===== src/rtl/seg_pipe_adder_pkg.sv =====
`default_nettype none
// +--------------------------------------------------------------------------+
// | seg_pipe_adder_pkg                                                       |
// | Shared helpers and types for the segmented pipelined adder:              |
// |   calc_nstg   - number of pipeline stages (one per SEG-bit segment)      |
// |   seg_cfg_ok  - legality of a WIDTH/SEG pair, used at elaboration time   |
// |   stage_ctl_t - per-stage control record (valid flag, inter-stage carry) |
// | Revision: 1.0 - initial release                                          |
// +--------------------------------------------------------------------------+
package seg_pipe_adder_pkg;

  // Stages needed to cover WIDTH bits with SEG-bit segments.
  function automatic int calc_nstg(input int width, input int seg);
    return (seg > 0) ? (width / seg) : 1;
  endfunction

  // WIDTH must be a positive whole multiple of SEG.
  function automatic bit seg_cfg_ok(input int width, input int seg);
    return (seg > 0) && (width >= seg) && ((width % seg) == 0);
  endfunction

  // Control half of a stage record. The data half (partial sum and the
  // skewed operand slices still waiting for their carry) narrows or widens
  // from stage to stage, so it is declared per stage next to this record.
  typedef struct packed {
    logic valid;
    logic carry;
  } stage_ctl_t;

endpackage
`default_nettype wire


===== src/rtl/seg_add_stage.sv =====
`default_nettype none
// +--------------------------------------------------------------------------+
// | seg_add_stage                                                            |
// | Combinational SEG-bit ripple adder built from XOR/MUX full-adder cells.  |
// | Ports:                                                                   |
// |   a_seg, b_seg [SEG] in  : operand segments                              |
// |   ci               in  : carry into bit 0                                |
// |   s_seg [SEG]      out : segment sum                                     |
// |   co               out : carry out of the segment MSB                    |
// |   c_msb_in         out : carry into the segment MSB (overflow detection) |
// | Revision: 1.0 - initial release                                          |
// +--------------------------------------------------------------------------+
module seg_add_stage
  import seg_pipe_adder_pkg::*;
#(
  parameter int SEG = 8
) (
  input  logic [SEG-1:0] a_seg,
  input  logic [SEG-1:0] b_seg,
  input  logic           ci,
  output logic [SEG-1:0] s_seg,
  output logic           co,
  output logic           c_msb_in
);

  logic [SEG:0] c;

  // Each cell: propagate = a^b; sum = propagate^cin;
  // carry-out selects cin when propagating, otherwise a (generate/kill).
  always_comb begin
    c     = '0;
    s_seg = '0;
    c[0]  = ci;
    for (int i = 0; i < SEG; i++) begin
      s_seg[i] = a_seg[i] ^ b_seg[i] ^ c[i];
      c[i+1]   = (a_seg[i] ^ b_seg[i]) ? c[i] : a_seg[i];
    end
  end

  assign co       = c[SEG];
  assign c_msb_in = c[SEG-1];

endmodule
`default_nettype wire


===== src/rtl/seg_pipe_adder.sv =====
`default_nettype none
// +--------------------------------------------------------------------------+
// | seg_pipe_adder                                                           |
// | WIDTH-bit add/subtract split into SEG-bit segments, one per pipeline     |
// | stage, with the carry registered between stages. Latency NSTG cycles,   |
// | one beat per cycle, valid/ready handshake with full-pipeline stall.      |
// | Ports:                                                                   |
// |   clk, rst (async, active-high)                                          |
// |   in_valid / in_ready       : operand handshake                          |
// |   a, b [WIDTH], cin, sub    : sub=0 -> a+b+cin, sub=1 -> a-b             |
// |   out_valid / out_ready     : result handshake                           |
// |   sum [WIDTH], cout, ovf    : result, carry (1 = no borrow), overflow    |
// | Revision: 1.0 - initial release                                          |
// +--------------------------------------------------------------------------+
module seg_pipe_adder
  import seg_pipe_adder_pkg::*;
#(
  parameter int WIDTH = 32,
  parameter int SEG   = 8
) (
  input  logic             clk,
  input  logic             rst,
  input  logic             in_valid,
  output logic             in_ready,
  input  logic [WIDTH-1:0] a,
  input  logic [WIDTH-1:0] b,
  input  logic             cin,
  input  logic             sub,
  output logic             out_valid,
  input  logic             out_ready,
  output logic [WIDTH-1:0] sum,
  output logic             cout,
  output logic             ovf
);

  localparam int NSTG = calc_nstg(WIDTH, SEG);

  if (!seg_cfg_ok(WIDTH, SEG)) begin : g_cfg_check
    $error("seg_pipe_adder: WIDTH (%0d) must be a positive multiple of SEG (%0d)", WIDTH, SEG);
  end

  logic             adv;
  logic [WIDTH-1:0] b_eff;
  logic             cin_eff;

  // Whole pipeline freezes while a result waits at the output; no bubble
  // collapsing, so one enable serves every register.
  assign adv      = !(out_valid && !out_ready);
  assign in_ready = adv;

  // Subtract is a + ~b + 1; the caller's cin is ignored then.
  assign b_eff   = sub ? ~b : b;
  assign cin_eff = sub | cin;

  for (genvar k = 0; k < NSTG; k++) begin : g_stage
    localparam int LO = k * SEG;
    localparam int HI = LO + SEG - 1;

    // Operand bits from this segment upward, as seen by this stage.
    logic [WIDTH-1:LO] a_src;
    logic [WIDTH-1:LO] b_src;
    logic              ci;
    logic              v_in;
    logic [HI:0]       sum_d;
    logic [SEG-1:0]    s_seg;
    logic              co;
    logic              c_msb;
    stage_ctl_t        ctl_q;
    logic [HI:0]       sum_q;

    if (k == 0) begin : g_head
      assign a_src = a;
      assign b_src = b_eff;
      assign ci    = cin_eff;
      assign v_in  = in_valid;
      assign sum_d = s_seg;
    end else begin : g_body
      assign a_src = g_stage[k-1].g_skew.opa_q;
      assign b_src = g_stage[k-1].g_skew.opb_q;
      assign ci    = g_stage[k-1].ctl_q.carry;
      assign v_in  = g_stage[k-1].ctl_q.valid;
      // Lower segments ride along so all segments emerge together.
      assign sum_d = {s_seg, g_stage[k-1].sum_q};
    end

    seg_add_stage #(
      .SEG (SEG)
    ) u_add (
      .a_seg    (a_src[HI:LO]),
      .b_seg    (b_src[HI:LO]),
      .ci       (ci),
      .s_seg    (s_seg),
      .co       (co),
      .c_msb_in (c_msb)
    );

    always_ff @(posedge clk or posedge rst) begin
      if (rst) begin
        ctl_q <= '0;
        sum_q <= '0;
      end else if (adv) begin
        ctl_q.valid <= v_in;
        ctl_q.carry <= co;
        sum_q       <= sum_d;
      end
    end

    if (k < NSTG - 1) begin : g_skew
      // Upper operand segments wait here until their carry arrives.
      logic [WIDTH-1:HI+1] opa_q;
      logic [WIDTH-1:HI+1] opb_q;
      logic                unused_c_msb;

      assign unused_c_msb = c_msb;

      always_ff @(posedge clk or posedge rst) begin
        if (rst) begin
          opa_q <= '0;
          opb_q <= '0;
        end else if (adv) begin
          opa_q <= a_src[WIDTH-1:HI+1];
          opb_q <= b_src[WIDTH-1:HI+1];
        end
      end
    end else begin : g_tail
      logic ovf_q;

      // Signed overflow: carry into the MSB differs from carry out of it.
      always_ff @(posedge clk or posedge rst) begin
        if (rst) begin
          ovf_q <= 1'b0;
        end else if (adv) begin
          ovf_q <= c_msb ^ co;
        end
      end

      assign out_valid = ctl_q.valid;
      assign sum       = sum_q;
      assign cout      = ctl_q.carry;
      assign ovf       = ovf_q;
    end
  end

endmodule
`default_nettype wire

===== config.mk =====
export PLATFORM = sky130hd
export DESIGN_NAME = seg_pipe_adder
export DESIGN_NICKNAME = d
export VERILOG_FILES = /design/src/rtl/seg_pipe_adder_pkg.sv /design/src/rtl/seg_add_stage.sv /design/src/rtl/seg_pipe_adder.sv
export SDC_FILE = /design/constraint.sdc
export NUM_CORES = 1
export LEC_CHECK = 0
export CAP_MARGIN = 10
export CORE_ASPECT_RATIO = 1.1
export CORE_MARGIN = 8
export CORE_UTILIZATION = 55
export CTS_BUF_LIST = sky130_fd_sc_hd__clkbuf_4 sky130_fd_sc_hd__clkbuf_8 sky130_fd_sc_hd__clkbuf_16
export DETAILED_ROUTE_END_ITERATION = 7
export GPL_TIMING_DRIVEN = 0
export PLACE_DENSITY = 0.79
export SYNTH_ARGS = -nofsm -noshare
export SYNTH_HDL_FRONTEND = slang
export SYNTH_SLANG_ARGS = --single-unit
export TNS_END_PERCENT = 100

===== constraint.sdc =====
create_clock -name clk -period 7.3 [get_ports clk]
set_input_delay 0.73 -clock clk [delete_from_list [all_inputs] [get_ports clk]]
set_output_delay 0.73 -clock clk [all_outputs]
set_load 0.01 [all_outputs]

==> results of run 1 <==
==> worst paths after layout <==
path                                        to  slack (ns)           from
max                                   in_ready        3.23      out_ready
min                                    sum[14]        0.46        sum[14]
max reg2reg                      g_stage[2].ci        3.55  g_stage[1].ci
min reg2reg                            sum[14]        0.46        sum[14]
max in group asynchronous  g_stage[0].sum_q[0]        5.62            rst
min in group asynchronous  g_stage[2].sum_q[7]        0.71            rst
==> worst reg2reg max path: cells and delay by family (launching register included) <==
| family | cells | cell delay (ns) |
|---|---|---|
| flip-flops | 1 | 0.46 |
| AO/OA/AOI/OAI | 2 | 0.25 |
| adder cells (fa/ha/maj) | 7 | 2.90 |
==> registers in the layout (all words and copies together) (netlist names) <==
name                  flops
cout                      1
g_stage.ci                3
g_stage.g_skew.opa_q     48
g_stage.g_skew.opb_q     48
g_stage.sum_q            48
g_stage.v_in              3
out_valid                 1
ovf                       1
sum                      32
==> layer usage <==
layer,share of wire,vias to the layer above
li1,-,3134
met1,0.43,3069
met2,0.50,166
met3,0.050,26
met4,0.018,0
met5,0,-
==> layout make-up <==
class	count	area, um^2	share of cell area
Buffer	48	190.2	0.01869
Clock buffer	21	474.2	0.04660
Clock inverter	8	145.1	0.01426
Inverter	8	37.54	0.003689
Multi-Input combinational cell	676	3406	0.3347
Sequential cell	185	4629	0.4549
Tap cell	196	245.2	0.02410
Timing Repair Buffer	103	1049	0.1030
==> through the flow <==
| stage | setup slack, ns | hold slack, ns | power, mW | setup TNS, ns |
|---|---|---|---|---|
| 2_1_floorplan | 1.541 | 0.4300 | 2.740 | 0 |
| 3_3_place_gp | -0.7029 | 0.4420 | 3.239 | -128.24 |
| 3_5_place_dp | 3.284 | 0.4542 | 3.311 | 0 |
| 4_1_cts | 3.251 | 0.4696 | 4.292 | 0 |
| 5_1_grt | 3.083 | 0.4877 | 4.567 | 0 |
| 6_report | 3.226 | 0.4625 | 4.267 | 0 |
==> where the power goes <==
part	switching, mW	total (mW)	internal (mW)	leakage [nW]
sequential	0.313	1.79	1.48	2.24
combinational	0.810	1.50	0.694	2.21
clock	0.371	0.968	0.597	0.300
total	1.49	4.27	2.77	4.75
==> synthesized netlist by cell type (all sizes together) <==
library cell / instances
nand2: 428
xor2: 26
a21oi: 22
nand2b: 6
and2: 1
nor2: 18
inv: 8
o21ai: 55
ha: 1
o2111ai: 1
o21bai: 1
mux2: 1
or3: 1
xnor2: 60
fa: 3
nor3: 1
or2: 2
a22o: 1
a22oi: 1
nand4: 1
maj3: 18
o41ai: 2
o31ai: 7
o22a: 1
nor2b: 5
a31oi: 4
clkbuf: 37
a31o: 1
a21o: 1
a211oi: 6
buf: 11
dfrtp: 185
a221oi: 1
==> cell families after synthesis <==
kind of cell,Yosys count
and+or+nand+nor,463
DFF,185
AOI/OAI and AO/OA,104
xor gates and xnor gates,86
buffers and inverters,56
adders and majority gates,22
muxes,1
==> flow_results.org, run 1 <==
** Clock network
- After clock tree synthesis, the clock-pin slew on the worst setup and hold paths is about 0.060 ns.
- Clock Root Buffer :: sky130_fd_sc_hd__clkbuf_16
- Clock tree from TritonCTS :: yes
- The clock passes through at most 2 buffers.
- Clock sink count :: 185
- Htree depth :: 4
- Cts-stage hold buffer count :: 0
- Worst skew pair latency :: ~0.43 ns
- Counting the buffers created by CTS gives 17.
- Count of buffers added by post-CTS timing repair for setup :: 0
- Number of gates resized after cts :: 0

** Drt
- Drt wl/cell :: 15.07 um
- The final layout contains routed wiring with a total length of about 19000 um.
- After detailed routing, the number of remaining DRC violations is 0.
- First-iteration detailed-routing DRC count :: roughly 360
- Vias per inst :: around 5.1
- The count of nets left with antenna violations once routing finished came out at 0.
- Length of the first detailed-routing pass in iterations :: 4
- Detailed routing inserted a total of ~6400 vias.

** GRT
- The initial antenna violation count is 0.
- In the global route stage, met3 resource usage came out at 0.04413.
- Pin count of the biggest net entering global routing :: ~140
- For met1 alone, demand over resource in global routing was 0.2520.
- Global routing's busiest layer :: met2
- Via count of the first global-routing pass :: approximately 6300
- Total GRT Usage :: 0.2044
- Global-route met2 utilization :: 0.3485
- Total overflow reported by the global router :: 0
- The first global-routing pass estimated 31010 um of wire.

** Worst setup path
- Slowest cell delay on critical path :: about 0.67 ns
- Counting both buffers and inverters, the worst setup path holds a total of 6.
- For this design, the slowest cell found on the critical path is sky130_fd_sc_hd__clkdlybuf4s50_1.
- The critical path is of the input port to output pin type.
- In this run the worst path has a maximum fanout of 10.
- Ordered cell list for the critical path :: clkdlybuf4s50_1, nor2b_1, clkbuf_1, inv_1, clkbuf_1, clkbuf_1, clkdlybuf4s50_1
- STA classifies the critical path startpoint as an input port.
- Arrival time at the worst endpoint :: around 3.3 ns
- The critical path runs through a total of 7 cells.
- Top Family by Delay on Critical Path :: buffers and inverters
- Counting stages on the worst path, the most repeated cell is sky130_fd_sc_hd__clkbuf_1.
- Data required time at the worst endpoint :: about 6.6 ns
- The worst register-to-register path has a depth of 9.
- Type of element capturing the critical path :: output pin

** STA
- Fin. max-slew vios :: 0
- RSZ-0062 raised after global routing :: no
- Counting I/O delays and the setup requirement, the final critical path takes approximately 4.1 ns.
- Final Cycle Share :: 0.5581
- For the pin with the worst max-slew slack, the measured transition is 0.7003 ns.
- Across the routed clock network, the largest skew measured is approximately 0.0067 ns.
- Total of endpoints with negative setup slack in the final report :: 0
- Max Freq :: ~250 MHz
- Headroom to the max-slew limit came out at 0.5332.
- Hold Fails Final Rpt :: 0

** Yosys
- Of the post-synthesis cell area, the dominant cell type holds 0.5608.
- Complex-gate fraction of the synthesized area :: 0.07305
- Synthesized net count :: a little under 1000
- By area, the combinational part of the netlist is dominated by simple AND/OR/NAND/NOR gates.
- Top cell type by total area after synthesis :: sky130_fd_sc_hd__dfrtp_1
- Of the post-synthesis cell area, the part taken by muxes is 0.001364.
- Avg Cell Area, Syn :: between 9 and 10 um^2
- Share of synthesized cell area in and, or, nand and nor gates :: 0.2155
- Of the total synthesized cell area, the portion taken by XOR and XNOR cells is 0.09124.
- In this run, distinct cell masters in the synthesized netlist total 37.
- Count of warnings emitted by yosys :: 0
- Sequential area share after synthesis :: 0.5608
- Synth Area in Adders :: 0.03137
- After technology mapping, the gate count stands at between 900 and 1000.
- In this run the cell area of the synthesized design comes to 8255 um^2.
- Synth area leaders :: sky130_fd_sc_hd__dfrtp_1, sky130_fd_sc_hd__nand2_1, sky130_fd_sc_hd__xnor2_1
- In this run, synthesis produced a sequential element count of ~190.

** Layout
- Number of fillers in the final layout :: about 1200
- The area growth from synthesis to layout is 23.26%.
- In the final layout, the share of cells above drive strength 1 is 0.04290.
- The final layout contains about 1100 nets.
- Leading cell types in the layout, fill and taps excluded :: sky130_fd_sc_hd__nand2_1, sky130_fd_sc_hd__dfrtp_1, sky130_fd_sc_hd__clkdlybuf4s50_1, sky130_fd_sc_hd__xnor2_1, sky130_fd_sc_hd__o21ai_0
- Final cell area excluding filler cells :: between 10000 and 15000 um^2
- Leaving out filler cells and counting taps, the final layout contains between 1000 and 1500.
- N_diodes :: 0
- Leaving out fill and tap cells, the most frequent cell in the layout is sky130_fd_sc_hd__nand2_1.
- Post-Route Utilization :: 0.6840

** Floorplan
- Measured along the y axis, the die boundary spans roughly 140 um.
- Die width :: between 100 and 150 um
- Core Footprint :: around 15000 um^2
- The floorplan has 47 rows.
- Effective utilization at floorplan :: 0.5549
- Area of the die :: 19190 um^2
- Pin placement for this block handled ~110 I/O pins.

** Placement
- Once detailed placement completed, the half-perimeter wirelength came to about 13000 um.
- Routability-driven placement finished with a final weighted congestion of between 0.7 and 0.8.
- Placed standard-cell area :: 9557 um^2
- Count of input and output buffers :: 102
- Placed cells :: about 1200

** Power and ir drop
- In this run the static leakage power is ~4.8 nW.
- Across the VDD grid, the largest voltage drop is ~0.24 mV.
- Power density over the cells :: ~420 nW/um^2

** Flow run
- Max-cap violations in this run came to 0.

** Run status
- Outcome :: finished clean

** Min path
- The worst hold path passes through 2 cells.
- The tightest min-delay check is of the flop to flop type.
No activity file was read; power rests on OpenSTA's default activity.
==> run 2: changes to the inputs <==
Clock period 7.3 ns to 3.8 ns, I/O delays scaled along.
==> run 2 against run 1 <==
  * Core utilization rose by 0.57 points
  * Final cell count rose by 0.48%
  * Power rose by 94%
  * Final area rose by 0.84%
  * Sequential cell count did not move
  * Clock skew barely moved
  * Clock power rose by 96%
  * Clock-buffer cell count did not move
  * Critical path type is now flop to flop
  * Highest routed layer unchanged
==> flow_results.org, run 2 (same netlist as run 1, synthesis figures left out) <==
** Power and ir drop
- Leakage :: 4.774 nW (was 4.751 nW)
- The total power density per cell area is 807.0 nW/um^2 (was 419.3 nW/um^2).
- The post-route total power came to 8.281 mW (was 4.267 mW).
- The maximum ir drop on the vdd rail is 0.4605 mV (was 0.2367 mV).

** Clock network
- Count of buffers added by post-CTS timing repair for setup :: 0 (unchanged)
- The clock tree root buffer cell was sky130_fd_sc_hd__clkbuf_16 (unchanged).
- The insertion delay of the later-clocked pin in the worst-skew pair is 0.43 ns (about the same).
- The clock tree from TritonCTS is yes (unchanged).
- The CTS sink count came to 185 (unchanged).
- The clock slew seen by the registers of the worst setup and hold paths was 0.06 ns (about the same).
- The maximum level of the CTS H-tree is 4 (unchanged).
- The maximum clock path buffer count was 2 (unchanged).
- Number of gates resized after cts :: 0 (unchanged)
- The CTS buffer count came to 17 (unchanged).
- The quantity of hold-fixing buffers added after cts was 0 (unchanged).

** Drt
- The violation count after the first detailed-route iteration is 419 (was 361).
- Length of the first detailed-routing pass in iterations :: 5 (was 4)
- The total wirelength of the detailed-routed design is 18890 um (was 18760 um).
- Antenna Nets Post-Route :: 0 (unchanged)
- Post-route DRC :: 0 (unchanged)
- The routed wirelength normalized by instance count came to 15.10 um (was 15.07 um).
- The via count was 6379 (was 6395).
- The post-detailed-route via-to-cell ratio was 5.099 (was 5.137).

** Placement
- Global placement routability congestion :: 0.7848 (was 0.7813)
- The HPWL reported at the end of detailed placement is 13580 um (was 13430 um).
- Placed cells :: 1219 (was 1216)
- The number of input and output port buffers inserted came to 102 (unchanged).
- The area of placed instances was 9605 um^2 (was 9557 um^2).

** Worst setup path
- The capturing element type of the critical path is a flop (was output pin).
- CP dominant cell by count :: sky130_fd_sc_hd__maj3_1 (was sky130_fd_sc_hd__clkbuf_1)
- The critical path class is flop to flop (was input port to output pin).
- Ordered cell list for the critical path :: maj3_1, maj3_1, maj3_1, fa_2, maj3_1, maj3_2, maj3_1, xnor2_1, o21ai_0 (was clkdlybuf4s50_1, nor2b_1, clkbuf_1, inv_1, clkbuf_1, clkbuf_1, clkdlybuf4s50_1)
- The arrival time of the worst setup path came to 3.91 ns (was 3.34 ns).
- The path depth of the worst reg2reg path is 9 (unchanged).
- The register-to-register setup slack is 0.17 ns (was 3.55 ns).
- The reg-to-reg critical path endpoint was g_stage[2].sum_q[23] (was g_stage[2].ci).
- The maximum cell stage delay along the critical path came to 0.42 ns (was 0.67 ns).
- The maximum fanout count along the critical path is 3 (was 10).
- The highest-delay cell along the critical path is sky130_fd_sc_hd__maj3_1 (was sky130_fd_sc_hd__clkdlybuf4s50_1).
- The data required time at the worst endpoint is 4.08 ns (was 6.57 ns).
- The startpoint of the worst register-to-register path was g_stage[2].ci (was g_stage[1].ci).
- Crit path launch type :: flop (was input port)

** GRT
- Total overflow reported by the global router :: 0 (unchanged)
- The initial antenna violation count is 0 (unchanged).
- Total GRT Usage :: 0.2076 (was 0.2044)
- Via count of the first global-routing pass :: 6465 (was 6323)
- Pin count of the biggest net entering global routing :: 45 (was 136)
- Global-route wire length before repair :: 31580 um (was 31010 um)

** STA
- The final number of setup-violating endpoints is 0 (unchanged).
- Max-slew headroom :: 0.5434 (was 0.5332)
- The routed design could run at a clock period as short as 3.626 ns.
- The transition time at the pin with the least slew margin was 0.6834 ns (was 0.7003 ns).
- The final-report max-slew violation count was 0 (unchanged).
- Hold Fails Final Rpt :: 0 (unchanged)
- The worst-case clock skew was 0.006357 ns (was 0.006714 ns).
- Worst slack on hold paths :: 0.3964 ns (was 0.4625 ns)
- Final Cycle Share :: 0.9543
- Max Freq :: ~280 MHz
- RSZ-0062 raised after global routing :: no (unchanged)
- The final sum of negative setup slack is 0 ns (unchanged).

** Floorplan
- Die extent in y :: 144.5 um (unchanged)
- Effective utilization at floorplan :: 0.5549 (unchanged)
- The standard-cell row count was 47 (unchanged).
- Die width :: 132.8 um (unchanged)
- Core Footprint :: 14880 um^2 (unchanged)
- Boundary pin count :: 106 (unchanged)
- The overall die area is 19190 um^2 (unchanged).

** Layout
- Non-filler instance count after layout :: 1251 (was 1245)
- The synthesis-to-finish area growth came to 24.30% (was 23.26%).
- The cell area after layout is 10260 um^2 (was 10180 um^2).
- Leading registers by flop count :: g_stage.g_skew.opa_q (48), g_stage.g_skew.opb_q (48), g_stage.sum_q (48) (unchanged)
- The commonest non-fill, non-tap cell in the layout was sky130_fd_sc_hd__nand2_1 (unchanged).
- N_diodes :: 0 (unchanged)
- Leading cell types in the layout, fill and taps excluded: sky130_fd_sc_hd__nand2_1, sky130_fd_sc_hd__dfrtp_1, sky130_fd_sc_hd__clkdlybuf4s50_1, sky130_fd_sc_hd__xnor2_1, sky130_fd_sc_hd__o21ai_0 (unchanged).
- Share of final-layout standard cells stronger than drive strength 1 :: 0.05403 (was 0.04290)
- NumNets Final :: 1116 (was 1113)

** Min path
- The worst min-delay path class was input port to async pin (was flop to flop).

** Run status
- Outcome :: finished clean (unchanged)

** Flow run
- Max-Cap Viols :: 0 (unchanged)
[run 2: how the worst max path moves through the flow]
stage,from,endpoint
2_1_floorplan,g_stage[0].g_skew.opb_q[8],g_stage[1].sum_q[15]
3_5_place_dp,g_stage[1].ci,g_stage[1].sum_q[15]
4_1_cts,g_stage[1].g_skew.opb_q[16],g_stage[3].ci
5_1_grt,g_stage[2].ci,g_stage[2].sum_q[23]
6_report,g_stage[2].ci,g_stage[2].sum_q[23]
3_3_place_gp,rst,g_stage[0].g_skew.opa_q[20]
[run 2: area by class of cell]
type	count	area, um^2
plain buffers	48	190.2
clock buffers	21	474.2
clock inverters	11	168.9
fillers	1169	4617
inverters	8	33.78
multi-input cells	676	3417
flip-flops and latches	185	4631
well taps	196	245.2
repair buffers	106	1101
[run 2: routing by layer]
layer | up-vias | part of all wire | GRT usage
li1 | 3152 | - | -
met1 | 3040 | 0.44 | 0.2584
met2 | 162 | 0.50 | 0.3464
met3 | 25 | 0.048 | 0.05003
met4 | 0 | 0.016 | 0.07596
met5 | - | 0 | 0
[run 2: worst max-delay path, delay by kind of cell, from the launching register on]
family,cells,cell delay (ns)
xor gates and xnor gates,1,0.19
AOI/OAI and AO/OA,1,0.10
adders and majority gates,7,2.78
DFF,1,0.41
[run 2: power breakdown]
group,internal [mW],total (mW),switching (mW)
logic,1.35,2.93,1.57
registers,2.85,3.46,0.611
clock network,1.16,1.90,0.740
[run 2: stage by stage]
stage,util,setup WS (ns)
5_1_grt,0.6897,0.04744
4_1_cts,0.6888,0.04075
6_report,0.6897,0.1737
2_1_floorplan,-,0.3513
3_3_place_gp,0.6402,-0.3434
3_5_place_dp,0.6456,0.09635
==> run 3: changes to the inputs <==
Settings changed: CTS_CLUSTER_SIZE set to 8.
==> results of run 3 <==
Final layout, timing and power as in run 2 (identical DEF).
